$ cat src/rtl/move_counter_if.sv
// Handshake bundle for move_counter: step request and controls in, registered count and event flags out.
interface move_counter_if #(
  parameter int WIDTH = 8
);
  logic             move;
  logic             dir;
  logic             wrap_en;
  logic             clear;
  logic [WIDTH-1:0] count;
  logic             at_max;
  logic             at_min;
  logic             wrap;
  logic             sat;

  modport master (
    output move, dir, wrap_en, clear,
    input  count, at_max, at_min, wrap, sat
  );

  modport slave (
    input  move, dir, wrap_en, clear,
    output count, at_max, at_min, wrap, sat
  );
endinterface

$ cat src/rtl/move_counter.sv
// Up/down step counter over 0..MAX_COUNT with wrap or saturate at the limits and one-cycle event pulses.
// Optional macro MOVE_COUNTER_EDGE_EN turns the move request into a rising-edge qualified step.
module move_counter #(
  parameter int WIDTH     = 8,
  parameter int MAX_COUNT = 4
) (
  input logic           clk,
  input logic           rst,
  move_counter_if.slave bus
);

  localparam logic [WIDTH-1:0] MAX_C = WIDTH'(MAX_COUNT);
  localparam logic [WIDTH-1:0] ONE   = WIDTH'(1);

  generate
    if (WIDTH < 1 || MAX_COUNT < 1 ||
        (WIDTH < 63 && longint'(MAX_COUNT) > ((longint'(1) << WIDTH) - 1))) begin : g_bad_param
      $error("move_counter: MAX_COUNT %0d out of range for WIDTH %0d", MAX_COUNT, WIDTH);
    end
  endgenerate

  logic [WIDTH-1:0] count_r;
  logic [WIDTH-1:0] count_nxt;
  logic             wrap_r;
  logic             wrap_nxt;
  logic             sat_r;
  logic             sat_nxt;
  logic             step;

`ifdef MOVE_COUNTER_EDGE_EN
  // move_q resets high so a request held through reset release does not count.
  logic move_q;

  always_ff @(posedge clk or posedge rst) begin
    if (rst) begin
      move_q <= 1'b1;
    end else begin
      move_q <= bus.move;
    end
  end

  assign step = bus.move & ~move_q;
`else
  assign step = bus.move;
`endif

  always_comb begin
    count_nxt = count_r;
    wrap_nxt  = 1'b0;
    sat_nxt   = 1'b0;
    if (bus.clear) begin
      count_nxt = '0;
    end else if (count_r > MAX_C) begin
      // Out-of-range value can only come from upset; recover to zero.
      count_nxt = '0;
    end else if (step) begin
      if (!bus.dir) begin
        if (count_r != MAX_C) begin
          count_nxt = count_r + ONE;
        end else if (bus.wrap_en) begin
          count_nxt = '0;
          wrap_nxt  = 1'b1;
        end else begin
          sat_nxt   = 1'b1;
        end
      end else begin
        if (count_r != '0) begin
          count_nxt = count_r - ONE;
        end else if (bus.wrap_en) begin
          count_nxt = MAX_C;
          wrap_nxt  = 1'b1;
        end else begin
          sat_nxt   = 1'b1;
        end
      end
    end
  end

  always_ff @(posedge clk or posedge rst) begin
    if (rst) begin
      count_r <= '0;
      wrap_r  <= 1'b0;
      sat_r   <= 1'b0;
    end else begin
      count_r <= count_nxt;
      wrap_r  <= wrap_nxt;
      sat_r   <= sat_nxt;
    end
  end

  assign bus.count  = count_r;
  assign bus.at_max = (count_r == MAX_C);
  assign bus.at_min = (count_r == '0);
  assign bus.wrap   = wrap_r;
  assign bus.sat    = sat_r;

endmodule

$ cat src/flat_wrapper.sv
// flat-port wrapper written by rule: the top's interface ports become plain ports
module move_counter_flat 
#(
  parameter int WIDTH     = 8,
  parameter int MAX_COUNT = 4
)
  (clk, rst, bus_move, bus_dir, bus_wrap_en, bus_clear, bus_count, bus_at_max, bus_at_min, bus_wrap, bus_sat);
  move_counter_if #(.WIDTH(WIDTH)) bus_i ();
  input logic clk;
  input logic rst;
  input wire logic [$bits(bus_i.move)-1:0] bus_move;
  input wire logic [$bits(bus_i.dir)-1:0] bus_dir;
  input wire logic [$bits(bus_i.wrap_en)-1:0] bus_wrap_en;
  input wire logic [$bits(bus_i.clear)-1:0] bus_clear;
  output wire logic [$bits(bus_i.count)-1:0] bus_count;
  output wire logic [$bits(bus_i.at_max)-1:0] bus_at_max;
  output wire logic [$bits(bus_i.at_min)-1:0] bus_at_min;
  output wire logic [$bits(bus_i.wrap)-1:0] bus_wrap;
  output wire logic [$bits(bus_i.sat)-1:0] bus_sat;
  assign bus_i.move = bus_move;
  assign bus_i.dir = bus_dir;
  assign bus_i.wrap_en = bus_wrap_en;
  assign bus_i.clear = bus_clear;
  assign bus_count = bus_i.count;
  assign bus_at_max = bus_i.at_max;
  assign bus_at_min = bus_i.at_min;
  assign bus_wrap = bus_i.wrap;
  assign bus_sat = bus_i.sat;
  move_counter #(.WIDTH(WIDTH), .MAX_COUNT(MAX_COUNT)) u_core (.clk(clk), .rst(rst), .bus(bus_i));
endmodule
$ cat config.mk
export PLATFORM = sky130hd
export DESIGN_NAME = move_counter_flat
export DESIGN_NICKNAME = d
export VERILOG_FILES = /design/src/rtl/move_counter_if.sv /design/src/rtl/move_counter.sv /design/src/flat_wrapper.sv
export SDC_FILE = /design/constraint.sdc
export NUM_CORES = 1
export LEC_CHECK = 0
export ABC_AREA = 0
export CELL_PAD_IN_SITES_DETAIL_PLACEMENT = 1
export CELL_PAD_IN_SITES_GLOBAL_PLACEMENT = 2
export CORE_UTILIZATION = 25
export DETAILED_ROUTE_END_ITERATION = 10
export GPL_TIMING_DRIVEN = 1
export PLACE_DENSITY = 0.73
export SYNTH_ARGS = -nofsm -noshare
export SYNTH_HDL_FRONTEND = slang
export SYNTH_SLANG_ARGS = --single-unit
$ cat constraint.sdc
create_clock -name clk -period 1.8 [get_ports clk]
set_input_delay 0.18 -clock clk [delete_from_list [all_inputs] [get_ports clk]]
set_output_delay 0.18 -clock clk [all_outputs]
set_load 0.1 [all_outputs]
Yosys cells after proc, flatten, opt, wreduce, memory -nomap -nowiden

Index checks and enable logic that the tools add are counted.

Add/sub/neg operators: 2
$lt $le $gt $ge: 1
Equality and inequality tests: 3
Mux-type cells: 22
Reductions and logical operators: 5

Operators by type and width:

| operator                                                                 | number |
|---|---|
| 8-bit two-way mux                                                        | 8 |
| 1-bit two-way mux                                                        | 14 |
| 8-bit by 1-bit adder with 8-bit output (second input constant)           | 1 |
| 8-bit by 3-bit == test with 1-bit output (second input constant)         | 1 |
| 8-bit by 3-bit > comparator with 1-bit output (second input constant)    | 1 |
| 8-bit logical NOT                                                        | 1 |
| 8-bit by 3-bit inequality test with 1-bit output (second input constant) | 1 |
| 8-bit nonzero test                                                       | 1 |
| 8-bit by 1-bit subtractor with 8-bit output (second input constant)      | 1 |
| 5-bit by 1-bit inequality test with 1-bit output (second input constant) | 1 |
| 5-bit nonzero test                                                       | 1 |
| 3-bit AND reduction                                                      | 1 |
| 3-bit nonzero test                                                       | 1 |

Register bits: 10
Bits of input ports: 6
Output and inout bits: 12
Logic and storage cells: 36

Logic depth before layout (Yosys ltp)

Gate-level depths: netlist of the first run.

Depth after elaboration: 6
Mapped depth: 7

Worst setup path before layout of the first run

OpenSTA, ideal clock, no wires.

Path type: register -> output
From: register u_core.count_r[0], in the netlist u_core.bus.count[0]
To: output bus_at_max
Arrival time: 3.053 ns
Required time: 1.620 ns
Setup slack: -1.433 ns
Stages on the path, launching flop included: 7
Buffers on the path: 1
Cell sequence: dfrtp_1 -> inv_1 -> ha_1 -> clkbuf_1 -> nor2b_1 -> nand2_1 -> nor2_1

Word-level cells in the longest chain between the ends: 1

RTL lines:

| item                                     | RTL line           | text |
|---|---|---|
| start, declared                          | move_counter.sv:22 | `logic [WIDTH-1:0] count_r;` |
| start signal, assigned                   | move_counter.sv:85 | `count_r <= count_nxt;` |
| 8-bit by 3-bit == test with 1-bit output | move_counter.sv:92 | `assign bus.at_max = (count_r == MAX_C);` |
| end, declared                            | flat_wrapper.sv:16 | `output wire logic [$bits(bus_i.at_max)-1:0] bus_at_max;` |

No other way between the ends.

Final worst setup path of the first run

From: register u_core.count_r[4], in the netlist u_core.bus.count[4]
To: output bus_at_max

Same word-level chain as after synthesis.

==> results of run 1 <==
## metal layers
metal  vias up  global-route usage, %  part of all wire (%)  wire length, um
met4         0                  9.756                   2.5               64
met5         -                      0                     0                0
met3         8                  1.814                   3.6               93
met2        29                  28.40                    49             1260
met1       408                  21.80                    45             1145
li1        395                      -                     -                -
## flip-flops by register name, summed over array words and instances, names as in the netlist
register	count
u_core.bus.wrap	1
u_core.bus.count	8
u_core.bus.sat	1
## repair_timing
action	CTS	global route
pin swaps	4	2
resized for setup	4	8
endpoints found under the setup margin	5	11
hold buffers	0	0
cloned	0	0
buffers inserted	4	1
## through the flow
stage / cells / hold slack, ns
global placement: 146 / 0.4922
floorplan: 90 / 0.02014
finish: 154 / 0.1966
CTS: 153 / 0.2049
global route: 154 / 0.2244
detailed placement: 146 / 0.5036
## worst paths after layout
kind                                      from             endpoint  slack (ns)  cells after the start
max                        u_core.bus.count[4]           bus_at_max       -0.03                      5
min                                        rst  u_core.bus.count[7]        0.20                      2
max reg2reg                u_core.bus.count[3]  u_core.bus.count[6]       -0.02                      4
min reg2reg                u_core.bus.count[0]  u_core.bus.count[0]        0.62                      2
max in group asynchronous                  rst  u_core.bus.count[3]        1.26                      2
min in group clk           u_core.bus.count[0]  u_core.bus.count[0]        0.62                      2
## area by class of cell
class                      instances  area, um2
timing repair buffer              32      364.1
sequential                        10      271.5
fill                             319       1494
inverter                           8      35.03
tap                               31      38.79
clock buffer                       4      26.28
multi-input combinational         69      575.6
## worst max-delay path, delay by kind of cell (launching register included)
kind	cells	cell delay (ns)
buf+inv	2	0.31
flops	1	0.48
simple gates	3	0.60
## Yosys cell counts (2+ instances only)
| master | n | area (um2) |
|---|---|---|
| ha_1 | 3 | 37.54 |
| o22ai_1 | 2 | 12.51 |
| nand2_1 | 8 | 30.03 |
| clkbuf_1 | 3 | 11.26 |
| nor2b_1 | 4 | 25.02 |
| o21ai_0 | 4 | 20.02 |
| nand3_1 | 3 | 15.01 |
| nand4_1 | 4 | 25.02 |
| nor3_1 | 2 | 10.01 |
| inv_1 | 8 | 30.03 |
| dfrtp_1 | 10 | 250.2 |
| and3_1 | 2 | 12.51 |
| nor2_1 | 8 | 30.03 |
| nor4_1 | 3 | 18.77 |
| a21oi_1 | 6 | 30.03 |
| nor4bb_1 | 2 | 20.02 |
## cell families after synthesis
group / after synthesis
compound gates: 18
xor+xnor: 1
fa+ha+maj: 3
buf+inv: 11
flops: 10
mux: 2
simple gates: 45
==> flow_summary.rst, run 1 <==
.. list-table::
   :header-rows: 1

   * - Metric
     - Value
   * - Run status
     - finished with violations
   * - Violations in the final reports
     - design-rule violations, negative setup slack
   * - Number of DRC markers after the initial detailed-route iteration
     - 24
   * - Combined area of all synthesized cells
     - ~750 um2
   * - Overall track demand over capacity in global routing
     - 17.17%
   * - Synth Area in Simple Gates
     - 37.65%
   * - Post-synthesis share of cell area spent on full adders, half adders and majority gates
     - under 10%
   * - Yosys cell types
     - 34
   * - First drt pass iteration count
     - 7
   * - Setup repair after global routing missed its margin
     - true
   * - Final routed wire length divided by cell count
     - ~17 um
   * - Top-level port count
     - 18
   * - Number of H-tree levels
     - 1
   * - Fin crit share
     - 101.4%
   * - CP Cell Sequence
     - buf_8 -> nor4_4 -> nand2_4 -> nor2_4 -> buf_12
   * - Commonest cells after routing, fill and taps aside
     - buf_4 (17), buf_12 (8), nor2_1 (6), inv_1 (6), nand2_1 (6)
   * - Hold WC Path Type
     - in2async
   * - Setup violations, final
     - 5
   * - Number of clock sinks seen by CTS
     - 10
   * - Die span in y
     - 56.94 um
   * - Effective utilization at floorplan
     - around 27%
   * - Critical path's largest stage delay
     - 0.48 ns
   * - Arrival time at the worst endpoint
     - 1.65 ns
   * - Vias per cell
     - around 5.5
   * - Share of the core filled with cells
     - between 40% and 50%
   * - Area Growth Syn to Fin
     - 73.80%
   * - Total clock buffers created by CTS
     - 3
   * - Sequential-to-total area share from yosys stat
     - roughly 33%
   * - Max Clock Freq
     - 547.7 MHz
   * - Fin Setup TNS
     - -0.08823 ns
   * - Clock Pin Slew Worst Setup and Hold Paths
     - 0.08 ns
   * - Master of the slowest instance on the critical path
     - dfrtp_4
   * - Leading cell type in the layout, fill and taps excluded
     - buf_4
   * - Worst slew pin tran
     - about 0.43 ns
   * - Vias post-DR
     - between 800 and 900
   * - Slew Viols, Final
     - 0
   * - Syn Nets
     - a little under 100
   * - Final count of hold timing violations
     - 0
   * - Number of warnings printed during yosys synthesis
     - 0
   * - Buffers added on ports
     - 17
   * - Routability congestion estimate
     - between 0.8 and 0.9
   * - Worst Clk Skew
     - ~0.013 ns
   * - Number of antenna violations at the first check in global routing
     - 0
   * - Dominant combinational cell family by area after synthesis
     - simple AND/OR/NAND/NOR gates
   * - DRT antenna net count
     - 0
   * - Post-synthesis sequential element count
     - 10
   * - Die area
     - between 3000 and 4000 um2
   * - Total core area
     - around 2800 um2
   * - First-pass GRT wire length
     - around 4.2 mm
   * - Detailed-route wire length
     - 2.563 mm
   * - Post-DP HPWL
     - 1.981 mm
   * - Fin crit period
     - between 1.5 and 2 ns
   * - Worst-case clock buffer depth
     - 2
   * - Largest net degree at the start of global routing
     - 15
   * - Main synth FF type
     - dfrtp_1
   * - Die Wd
     - roughly 57 um
   * - Start-to-end type of the worst setup path
     - reg2out
   * - Post-detailed-route DRC marker count
     - 2
   * - Synthesized area divided by synthesized cell count
     - 8.383 um2
   * - Mux cell area share after synthesis
     - ~2.8%
   * - Number of global-route vias before repair
     - 876
   * - Worst EP required
     - 1.62 ns
   * - Synth Instances
     - 90
   * - XOR/XNOR share of the synthesized area
     - under 10%
   * - Setup Slack @ Placement
     - -0.04386 ns
   * - Max_slew headroom
     - between 70% and 80%
   * - Crit-path max FO
     - 3
   * - Async S/R FF share, synth
     - 100.0%
   * - Final setup margin
     - -0.02589 ns
   * - Layout cells sized above 1
     - a little under half
   * - Clock root cell
     - clkbuf_4
   * - Area fraction in compound gates after synthesis
     - 14.76%
   * - Post-layout net count
     - about 130
   * - TritonCTS clock tree
     - yes
   * - Number of rows created at floorplan
     - 19
   * - Overall overflow remaining after global route
     - 0
   * - Number of max-cap violations
     - 0
   * - Placement-stage cell area
     - approximately 1200 um2
   * - Number of enable flip-flop cells after synthesis
     - 0
   * - Critical Path End Type
     - output pin
   * - Final instance area
     - between 1000 and 1500 um2
   * - Insertion delay of the later-clocked pin in the worst-skew pair
     - around 0.27 ns
   * - Critical Path Start Type
     - register
   * - Antenna Diode Count
     - 0
Power of run 1 is not shown: default switching activity piles up to over one toggle a cycle in this logic, so the estimate is an artifact.
==> run 2: changes to the inputs <==
--- a/config.mk
+++ b/config.mk
@@ -9,6 +9,7 @@
 export CELL_PAD_IN_SITES_DETAIL_PLACEMENT = 1
 export CELL_PAD_IN_SITES_GLOBAL_PLACEMENT = 2
 export CORE_UTILIZATION = 25
+export CTS_CLUSTER_SIZE = 8
 export DETAILED_ROUTE_END_ITERATION = 10
 export GPL_TIMING_DRIVEN = 1
 export PLACE_DENSITY = 0.73
==> results of run 2 <==
No change in the layout: final DEF, timing and power equal those of run 1.
Power of run 2 is left out for the same reason.
==> run 3: changes to the inputs <==
--- a/config.mk
+++ b/config.mk
@@ -13,6 +13,7 @@
 export DETAILED_ROUTE_END_ITERATION = 10
 export GPL_TIMING_DRIVEN = 1
 export PLACE_DENSITY = 0.73
+export SLEW_MARGIN = 20
 export SYNTH_ARGS = -nofsm -noshare
 export SYNTH_HDL_FRONTEND = slang
 export SYNTH_SLANG_ARGS = --single-unit
==> results of run 3 <==
No change in the layout: final DEF, timing and power equal those of run 1.
Power of run 3 is left out for the same reason.
